--- config.mk ---
export PLATFORM = sky130hd
export DESIGN_NAME = if_id_queue
export DESIGN_NICKNAME = d
export VERILOG_FILES = /design/src/rtl/if_id_queue.sv
export SDC_FILE = /design/constraint.sdc
export NUM_CORES = 1
export LEC_CHECK = 0
export ABC_AREA = 1
export CORE_MARGIN = 1
export CORE_UTILIZATION = 49
export DETAILED_ROUTE_END_ITERATION = 6
export PLACE_DENSITY = 0.75
export SYNTH_ARGS = -nofsm -noshare
export SYNTH_HDL_FRONTEND = slang
export SYNTH_SLANG_ARGS = --single-unit
--- constraint.sdc ---
create_clock -name clk -period 4.2 [get_ports clk]
set_input_delay 0.42 -clock clk [delete_from_list [all_inputs] [get_ports clk]]
set_output_delay 0.42 -clock clk [all_outputs]
set_load 0.1 [all_outputs]
--- src/rtl/if_id_queue.sv ---
// if_id_queue: small circular FIFO decoupling instruction fetch from decode.
// Holds {pc, inst} pairs and presents the oldest pair to decode through a
// valid/ready handshake. A synchronous flush discards everything queued.
module if_id_queue #(
  parameter int unsigned DEPTH  = 4,
  parameter int unsigned PTR_W  = 2,
  parameter int unsigned DATA_W = 32
) (
  input  logic              clk,
  input  logic              rst,
  input  logic              flush,
  input  logic              if_valid,
  input  logic [DATA_W-1:0] if_pc,
  input  logic [DATA_W-1:0] if_inst,
  output logic              if_ready,
  output logic              id_valid,
  output logic [DATA_W-1:0] id_pc,
  output logic [DATA_W-1:0] id_inst,
  input  logic              id_ready,
  output logic [PTR_W:0]    count
);

  localparam logic [PTR_W:0] FULL_CNT = (PTR_W+1)'(DEPTH);

  logic [DATA_W-1:0] pc_mem_q   [DEPTH];
  logic [DATA_W-1:0] inst_mem_q [DEPTH];

  logic [PTR_W-1:0] wr_ptr_q, wr_ptr_d;
  logic [PTR_W-1:0] rd_ptr_q, rd_ptr_d;
  logic [PTR_W:0]   count_q,  count_d;

  logic push, pop;

  // Handshake and head-of-queue outputs; empty queue presents a zero NOP.
  always_comb begin
    if_ready = (count_q != FULL_CNT);
    id_valid = (count_q != '0);
    push     = if_valid && if_ready;
    pop      = id_valid && id_ready;
    id_pc    = '0;
    id_inst  = '0;
    if (id_valid) begin
      id_pc   = pc_mem_q[rd_ptr_q];
      id_inst = inst_mem_q[rd_ptr_q];
    end
  end

  // Next-state for pointers and occupancy; flush clears, push/pop advance.
  always_comb begin
    wr_ptr_d = wr_ptr_q;
    rd_ptr_d = rd_ptr_q;
    count_d  = count_q;
    if (flush) begin
      wr_ptr_d = '0;
      rd_ptr_d = '0;
      count_d  = '0;
    end else begin
      if (push) wr_ptr_d = wr_ptr_q + 1'b1;
      if (pop)  rd_ptr_d = rd_ptr_q + 1'b1;
      case ({push, pop})
        2'b10:   count_d = count_q + 1'b1;
        2'b01:   count_d = count_q - 1'b1;
        default: count_d = count_q;
      endcase
    end
  end

  // Pointer and occupancy registers with synchronous reset.
  always_ff @(posedge clk) begin
    if (rst) begin
      wr_ptr_q <= '0;
      rd_ptr_q <= '0;
      count_q  <= '0;
    end else begin
      wr_ptr_q <= wr_ptr_d;
      rd_ptr_q <= rd_ptr_d;
      count_q  <= count_d;
    end
  end

  // Entry storage; written only on an accepted push, never reset.
  always_ff @(posedge clk) begin
    if (!rst && !flush && push) begin
      pc_mem_q[wr_ptr_q]   <= if_pc;
      inst_mem_q[wr_ptr_q] <= if_inst;
    end
  end

  assign count = count_q;

endmodule
==> reports/qor.json, run 1 <==
{
  "timing": {
    "fin_crit_sh_pct": 70.9,
    "hold_viol_final": 0,
    "fin_skew_ps": 7.02,
    "final_count_of_negative_setup_slack_endpoints": 0,
    "timing_worst_slew_pin_value_ps": 986,
    "slew_headroom_pct": 34.0,
    "timing.final.crit_period_ps": 2980,
    "grt_setup_unrepaired": "no",
    "drv_slew": 0,
    "highest_clock_rate_ghz": 0.336
  },
  "clocking": {
    "tritoncts_buffers": 27,
    "clkSinkCount": 265,
    "cts_resized": 0,
    "cts_root_buffer_type": "sky130_fd_sc_hd__clkbuf_16",
    "htreeDepth": 1,
    "worst_setup_hold_path_clk_slew_ps": 60,
    "tritoncts": "built",
    "postCtsSetupRepairBufs": 0,
    "clk-insertion-delay-late_ps": 520,
    "cts_max_path_buffers": 3,
    "cts.hold.buffers_added": 0
  },
  "power": {
    "peakVddDrop_uv": 352,
    "powerDensity_mw_per_mm2": 467,
    "finalPower_uw": 5920,
    "p_leak_uw": 0.00441
  },
  "logic_synthesis": {
    "synth_top_flop_cell": "sky130_fd_sc_hd__edfxtp_1",
    "synthXorXnorAreaFrac_pct": 0,
    "syn-instance-count": 827,
    "synthesized_area_fraction_occupied_by_ao_oa_aoi_and_oai_cells_pct": 9.54,
    "synthTopCellsByCount": "sky130_fd_sc_hd__nor2_1, sky130_fd_sc_hd__edfxtp_1, sky130_fd_sc_hd__o21ai_0",
    "synth.mux.area_fraction_pct": 0,
    "synthSimpleGateAreaFrac_pct": 10.6,
    "yosysUniqueCellTypes": 19,
    "synth_area_leaders": "sky130_fd_sc_hd__edfxtp_1, sky130_fd_sc_hd__nor2_1, sky130_fd_sc_hd__o21ai_0",
    "yosys.area_share.adder_pct": 0.793,
    "yosysWarningCount": 0,
    "synth_edf_count": 256,
    "leading_cell_type_by_number_of_instances_after_synthesis": "sky130_fd_sc_hd__nor2_1",
    "synthDominantCellAreaShare_pct": 73.8,
    "main_combinational_cell_family_by_area_after_synthesis": "simple AND/OR/NAND/NOR gates",
    "avgSynthCellArea_sq_um": 12.6,
    "synth_area_sq_mm": 0.0104,
    "synth.ff_latch_count": 265,
    "syn-num-nets": 902,
    "synth.yosys.seq_area_share_pct": 75.5,
    "ys_async_sr_fraction_pct": 0,
    "synth_largest_area_cell": "sky130_fd_sc_hd__edfxtp_1"
  },
  "routing": {
    "detailroute.via_count": 6586,
    "final_antenna_net_count": 0,
    "drt_first_iter_violations": 490,
    "drt-pass1-iter-count": 5,
    "remaining_drc_errors": 0,
    "route.detailed.wl_per_inst_microns": 17.4,
    "drt-total-wl_microns": 21700,
    "drt-vias-per-instance": 5.27
  },
  "outcome": {
    "outcome": "finished clean"
  },
  "finish": {
    "fin_nets": 1034,
    "fin_util_pct": 61.6,
    "n_antenna_cell": 0,
    "final_instance_count_without_filler_cells": 1249,
    "ratio_of_cells_with_drive_above_1_in_the_final_layout_pct": 12.1,
    "layout-area-overhead-vs-synth_pct": 21.6
  },
  "place": {
    "port_buffers": 137,
    "dpl.hpwl_microns": 11700,
    "dp.cells": 1200,
    "gp_congestion": 0.713
  },
  "global_routing": {
    "grt-ovfl-total": 0,
    "first_global_vias": 6494,
    "grt_first_pass_wirelength_microns": 33500,
    "grt.total_usage_pct": 19.9,
    "grt_max_degree": 79,
    "grt_antenna_before_repair": 0
  },
  "setup_path": {
    "required_ps": 3780,
    "timing_worst_setup_path_type": "reg2out",
    "worstPathMaxFanout": 32,
    "path_cells": "nor2_1, nand2_1, inv_2, buf_4, a21oi_1, buf_4",
    "timing.critical_path.from_type": "flop",
    "slowest_delay_ps": 570,
    "worst_setup_path_end_kind": "output port",
    "cp_slowest_cell": "sky130_fd_sc_hd__inv_2",
    "top_cell_by_count_worst_path": "sky130_fd_sc_hd__buf_4",
    "cp.arrival_ps": 2560
  },
  "die": {
    "floorplan.rows": 52,
    "io_pins": 138,
    "die_h_microns": 148,
    "initial_utilization_pct": 50.7,
    "area_inside_the_core_boundary_sq_mm": 0.0206,
    "floorplan.die_area_sq_mm": 0.0218,
    "die_x_microns": 148
  },
  "job": {
    "max_cap_violations": 0
  },
  "min_path": {
    "min_path_type": "reg2reg"
  }
}
metal layers:
layer | up-vias | wire [microns] | global-route usage, % | part of all wire [%]
met5 | - | 0 | 0 | 0
met4 | 0 | 362 | 4.74 | 1.7
met3 | 27 | 1230 | 2.72 | 5.6
met2 | 199 | 11100 | 35.7 | 51
met1 | 3194 | 9000 | 25.7 | 41
li1 | 3166 | - | - | -
power breakdown:
| group | switching, uW | total, uW | internal (uW) |
|---|---|---|---|
| Clock | 917 | 2220 | 1310 |
| Sequential | 11.6 | 2940 | 2930 |
| Combinational | 584 | 752 | 168 |
| Total | 1510 | 5920 | 4410 |
sequential cells by signal, indices dropped and copies added (netlist names), named ones only:
signal	flops
inst_mem_q	128
pc_mem_q	128
count	3
rd_ptr_q	2
wr_ptr_q	2
through the flow:
| stage | hold WS [ps] | TNS, ps | cell area [sq um] | setup slack (ps) |
|---|---|---|---|---|
| 2_1_floorplan | 460 | -159860 | 10400 | -624 |
| 3_3_place_gp | 479 | 0 | 11800 | 1560 |
| 3_5_place_dp | 488 | 0 | 11800 | 1540 |
| 4_1_cts | 496 | 0 | 12700 | 1200 |
| 5_1_grt | 520 | 0 | 12700 | 1000 |
| 6_report | 489 | 0 | 12700 | 1220 |
worst max-delay path: cells and delay by family (launching register included):
kind	cells	cell delay [ps]
buf+inv	3	1230
simple gates	2	340
flops	1	330
compound gates	1	140
cell usage in the layout, fill, tap and decap left out, drive strengths merged:
cell type,netlist,routed
nand2,15,15
buf,33,77
clkdlybuf4s50,0,73
o21ai,130,130
clkinv,0,8
bufinv,0,2
nor2,271,271
a21boi,1,1
a21oi,67,67
clkbuf,14,38
clkinvlp,0,1
inv,20,20
edfxtp,256,256
dfxtp,9,9
nand3,4,4
ha,5,5
fa,1,1
nand3b,1,1
logic make-up after synthesis:
logic type	after synthesis
buffers and inverters	67
AO/OA/AOI/OAI	198
AND/OR/NAND/NOR	291
flip-flops	265
adder cells (fa/ha/maj)	6
path summary, 6_finish.rpt:
path,slack [ps],from,end,cells past startpoint
worst max register to register,2080,count[1],pc_mem_q[0][8],5
worst min-delay path,490,rd_ptr_q[1],flop,2
worst max-delay path,1220,count[1],id_inst[25],6
worst min register to register,490,rd_ptr_q[1],flop,2
layout make-up:
| cell class | instances | area, sq um |
|---|---|---|
| clock inverter | 11 | 104 |
| fill | 1590 | 7900 |
| sequential | 265 | 7870 |
| inverter | 20 | 76.3 |
| tap | 270 | 338 |
| multi-input combinational | 495 | 2210 |
| timing repair buffer | 150 | 1350 |
| clock buffer | 38 | 717 |
Note: power is estimated with default switching activity, not from simulation.
==> run 2, diff against run 1 <==
CORE_UTILIZATION = 50   (was 49)
PLACE_DENSITY = 0.74   (was 0.75)
clock period = 2.9 ns   (was 4.2 ns; I/O delays follow)
==> reports/qor.json, run 2 (synthesis results as in run 1) <==
{
  "outcome": {
    "outcome": "finished clean"
  },
  "finish": {
    "final_common_cell": "sky130_fd_sc_hd__nor2_1",
    "n_antenna_cell": 0,
    "final_instance_count_without_filler_cells": 1256,
    "most-common-layout-cells": "sky130_fd_sc_hd__nor2_1, sky130_fd_sc_hd__edfxtp_1, sky130_fd_sc_hd__o21ai_0",
    "layout.filler_cells": 1373,
    "layout.cell_area.non_filler_sq_mm": 0.0140,
    "ratio_of_cells_with_drive_above_1_in_the_final_layout_pct": 20.9,
    "layout-area-overhead-vs-synth_pct": 34.0,
    "fin_util_pct": 68.7,
    "fin_nets": 1041
  },
  "die": {
    "io_pins": 138,
    "initial_utilization_pct": 51.3,
    "floorplan.rows": 52,
    "die_h_microns": 146,
    "floorplan.die_area_sq_mm": 0.0214,
    "area_inside_the_core_boundary_sq_mm": 0.0203,
    "die_x_microns": 146
  },
  "global_routing": {
    "grt_antenna_before_repair": 0,
    "grt.total_usage_pct": 20.6,
    "grt_max_degree": 129,
    "grt-ovfl-total": 0,
    "first_global_vias": 6577,
    "grt_first_pass_wirelength_microns": 34300
  },
  "place": {
    "port_buffers": 137,
    "dp.cells": 1208,
    "gp_congestion": 0.701,
    "placement.cell_area_sq_mm": 0.0130,
    "dpl.hpwl_microns": 12700
  },
  "clocking": {
    "worst_setup_hold_path_clk_slew_ps": 60,
    "clk-insertion-delay-late_ps": 510,
    "tritoncts": "built",
    "cts_resized": 0,
    "cts_max_path_buffers": 3,
    "cts_root_buffer_type": "sky130_fd_sc_hd__clkbuf_16",
    "htreeDepth": 1,
    "tritoncts_buffers": 26,
    "clkSinkCount": 265,
    "postCtsSetupRepairBufs": 0,
    "cts.hold.buffers_added": 0
  },
  "setup_path": {
    "top_delay_family_on_crit_path": "buffers and inverters",
    "slowest_delay_ps": 480,
    "timing_worst_setup_path_type": "reg2out",
    "crit-reg2reg-capture": "inst_mem_q[2][26]",
    "crit_buf_inv": 3,
    "timing.reg2reg.setup_slack_ps": 820,
    "cp.arrival_ps": 2420,
    "required_ps": 2610,
    "top_cell_by_count_worst_path": "sky130_fd_sc_hd__buf_12",
    "regToRegStartpoint": "count[1]",
    "cp_slowest_cell": "sky130_fd_sc_hd__clkinv_2",
    "worstPathMaxFanout": 46,
    "worstRegToRegCells": 5,
    "timing.critical_path.from_type": "flop",
    "worst_setup_path_end_kind": "output port",
    "path_cells": "clkinv_2, buf_12, o21ai_0, a21oi_2, buf_12"
  },
  "power": {
    "p_leak_uw": 0.00475,
    "finalPower_uw": 9280,
    "peakVddDrop_uv": 558,
    "powerDensity_mw_per_mm2": 665
  },
  "timing": {
    "grt_setup_unrepaired": "no",
    "final.setup.tns_ps": 0,
    "fin_crit_sh_pct": 93.4,
    "drv_slew": 0,
    "fin_skew_ps": 5.47,
    "timing_worst_slew_pin_value_ps": 796,
    "final_count_of_negative_setup_slack_endpoints": 0,
    "hold_viol_final": 0,
    "highest_clock_rate_ghz": 0.369,
    "slew_headroom_pct": 46.9,
    "timing.final.crit_period_ps": 2710
  },
  "min_path": {
    "min-delay-start": "if_pc[3]",
    "worstHoldEndpoint": "pc_mem_q[1][3]",
    "hold_depth": 1,
    "min_path_type": "in2reg"
  },
  "routing": {
    "remaining_drc_errors": 0,
    "route.detailed.wl_per_inst_microns": 17.5,
    "detailroute.via_count": 6644,
    "final_antenna_net_count": 0,
    "drt_first_iter_violations": 516,
    "drt-vias-per-instance": 5.29,
    "drt-pass1-iter-count": 5,
    "drt-total-wl_microns": 22000
  },
  "job": {
    "max_cap_violations": 0
  }
}
run 2: worst reg2reg max path: cells and delay by family (launching register included):
family | cells | cell delay, ps
and+or+nand+nor | 3 | 810
buffers and inverters | 1 | 270
DFF | 1 | 350
AOI/OAI and AO/OA | 1 | 340
run 2: routing by layer:
| layer | routed length, microns | up-vias | global-route usage (%) |
|---|---|---|---|
| met5 | 0 | - | 0 |
| met4 | 365 | 0 | 4.69 |
| met3 | 1200 | 29 | 2.41 |
| met2 | 11100 | 201 | 36.1 |
| met1 | 9310 | 3221 | 27.6 |
| li1 | - | 3193 | - |
run 2: final cells by class:
| cell class | count | area, sq um | share of cell area, % |
|---|---|---|---|
| Sequential cell | 265 | 7880 | 56.5 |
| Multi-Input combinational cell | 495 | 2460 | 17.6 |
| Timing Repair Buffer | 158 | 2260 | 16.2 |
| Clock buffer | 31 | 691 | 4.95 |
| Tap cell | 270 | 338 | 2.42 |
| Clock inverter | 17 | 254 | 1.82 |
| Inverter | 20 | 78.8 | 0.565 |
run 2: power breakdown:
group | switching [uW] | internal, uW | leakage [uW]
sequential | 13.3 | 4240 | 0.00239
clock | 1330 | 2310 | 0.000464
combinational | 929 | 450 | 0.00189
run 2: worst max-delay path by stage:
stage	from	end	slack, ps	cells past startpoint
2_1_floorplan	count[1]	inst_mem_q[0][0]	2	4
3_3_place_gp	if_valid	pc_mem_q[2][4]	400	5
3_5_place_dp	if_valid	pc_mem_q[2][5]	360	5
4_1_cts	flop	id_inst[8]	160	5
5_1_grt	flop	id_pc[15]	60	5
6_report	flop	id_inst[8]	190	5
run 2: per-stage QoR:
stage / hold slack (ps) / worst slack, ps
floorplan: 389 / 2.38
CTS: 400 / 160
finish: 416 / 191
detailed placement: 493 / 360
global placement: 475 / 403
global route: 408 / 56.8
==> run 3, diff against run 2 <==
DONT_BUFFER_PORTS = 1   (was default)
PLACE_DENSITY = default   (was 0.74)
SLEW_MARGIN = 20   (was default)
==> reports/qor.json, run 3 (synthesis results as in run 1) <==
{
  "outcome": {
    "outcome": "finished clean"
  },
  "finish": {
    "fin_util_pct": 68.0,
    "fin_nets": 1029,
    "multiInputGateArea_sq_mm": 0.00246,
    "layout-area-overhead-vs-synth_pct": 32.6,
    "ratio_of_cells_with_drive_above_1_in_the_final_layout_pct": 19.8,
    "most-common-layout-cells": "sky130_fd_sc_hd__nor2_1, sky130_fd_sc_hd__edfxtp_1, sky130_fd_sc_hd__o21ai_0",
    "layout.filler_cells": 1438,
    "n_antenna_cell": 0,
    "regArea_sq_mm": 0.00788,
    "final_common_cell": "sky130_fd_sc_hd__nor2_1"
  },
  "power": {
    "p_leak_uw": 0.00467,
    "peakVddDrop_uv": 474,
    "cell_internal_power_uw": 6880,
    "switching_portion_of_total_power_pct": 25.0,
    "powerDensity_mw_per_mm2": 665,
    "comb_power_share_pct": 14.6,
    "finalPower_uw": 9180,
    "share_clk_of_total_power_pct": 39.0,
    "sequentialPowerShare_pct": 46.4,
    "netSwitchingPower_uw": 2300
  },
  "clocking": {
    "postCtsSetupRepairBufs": 0,
    "worst_setup_hold_path_clk_slew_ps": 60,
    "tritoncts_buffers": 26,
    "cts_root_buffer_type": "sky130_fd_sc_hd__clkbuf_16",
    "clkSinkCount": 265,
    "clk-insertion-delay-late_ps": 520,
    "tritoncts": "built",
    "htreeDepth": 1,
    "cts_max_path_buffers": 3
  },
  "routing": {
    "drt-vias-per-instance": 5.31,
    "route.detailed.wl_per_inst_microns": 18.1,
    "drt_first_iter_violations": 513,
    "drt-pass1-iter-count": 5,
    "final_antenna_net_count": 0,
    "drt-total-wl_microns": 22500,
    "remaining_drc_errors": 0,
    "detailroute.via_count": 6606
  },
  "global_routing": {
    "first_global_vias": 6894,
    "grt_first_pass_wirelength_microns": 35500,
    "grt_max_degree": 129,
    "grt-ovfl-total": 0,
    "grt.total_usage_pct": 21.1,
    "grt_antenna_before_repair": 0
  },
  "min_path": {
    "min_path_type": "in2reg"
  },
  "timing": {
    "hold_viol_final": 0,
    "fin_skew_ps": 9.08,
    "fin_crit_sh_pct": 90.4,
    "timing.final.crit_period_ps": 2620,
    "grt_setup_unrepaired": "no",
    "final.setup.tns_ps": 0,
    "highest_clock_rate_ghz": 0.381,
    "final_count_of_negative_setup_slack_endpoints": 0,
    "slew_headroom_pct": 36.3,
    "timing_worst_slew_pin_value_ps": 952,
    "drv_slew": 0
  },
  "setup_path": {
    "timing_worst_setup_path_type": "reg2out",
    "path_cells": "nor2_1, nand2_2, inv_6, buf_4, a21oi_2, buf_12",
    "worst_setup_path_end_kind": "output port",
    "top_delay_family_on_crit_path": "buffers and inverters",
    "cp.arrival_ps": 2330,
    "required_ps": 2610,
    "worstPathMaxFanout": 47,
    "crit_buf_inv": 3,
    "slowest_delay_ps": 500,
    "timing.critical_path.from_type": "flop",
    "cp_slowest_cell": "sky130_fd_sc_hd__inv_6"
  },
  "die": {
    "die_h_microns": 146,
    "floorplan.die_area_sq_mm": 0.0214,
    "floorplan.rows": 52,
    "io_pins": 138,
    "initial_utilization_pct": 51.3,
    "die_x_microns": 146,
    "area_inside_the_core_boundary_sq_mm": 0.0203
  },
  "place": {
    "gp_congestion": 0.701,
    "port_buffers": 0,
    "dpl.hpwl_microns": 11800
  },
  "job": {
    "max_cap_violations": 0
  }
}
## run 3: cell types whose count changed in the layout (fill, tap and decap cells not counted), sizes merged
cell and change:
clkinv -1, inv +1, bufinv -1, clkbuf -2
dlygate4sd3 +66, buf -10, clkdlybuf4s50 -68, clkinvlp +2
## run 3: area by class of cell
type | count | area share [%]
clock buffers | 29 | 4.95
clock inverters | 18 | 1.69
well taps | 270 | 2.45
repair buffers | 146 | 15.5
multi-input cells | 495 | 17.8
inverters | 20 | 0.616
flip-flops and latches | 265 | 57.0
## run 3: metrics by stage
step	hold WS, ps	instance area, sq um	cells	worst slack [ps]
6_report	25.4	13800	1243	277
4_1_cts	6.12	13800	1243	12.1
5_1_grt	50.9	13800	1243	146
3_3_place_gp	389	12200	1130	630
3_5_place_dp	389	12200	1130	576
2_1_floorplan	389	10700	827	2.38
## run 3: tightest hold or removal path, delay by kind of cell
kind,cells,cell delay [ps]
and+or+nand+nor,3,230
## run 3: worst paths after layout
check | startpoint | end | slack (ps) | cells past startpoint
hold reg to reg | rd_ptr_q[1] | flop | 510 | 2
setup / recovery | count[1] | id_inst[24] | 280 | 6
hold / removal | rst | count[2] | 30 | 3
setup reg to reg | count[2] | inst_mem_q[1][29] | 610 | 5
## run 3: layer usage
| layer | vias up | GRT usage (%) | part of all wire (%) |
|---|---|---|---|
| met4 | 0 | 5.47 | 1.7 |
| met2 | 196 | 37.3 | 51 |
| met5 | - | 0 | 0 |
| met3 | 35 | 3.44 | 6.3 |
| met1 | 3211 | 27.2 | 41 |
| li1 | 3164 | - | - |
## run 3: power groups by stage
stage | Combinational (uW) | Sequential, uW | Clock, uW
after floorplan | 810 | 4360 | 0
after global placement | 1230 | 4340 | 0
after detailed placement | 1240 | 4340 | 0
after CTS | 1350 | 4260 | 3620
after global routing | 1400 | 4260 | 3780
final | 1340 | 4260 | 3580
## run 3: what timing repair did
action | CTS | global route
endpoints found under the setup margin | 0 | 39
resized for setup | 0 | 4
hold endpoints to repair | 262 | 0
hold buffers | 66 | 0
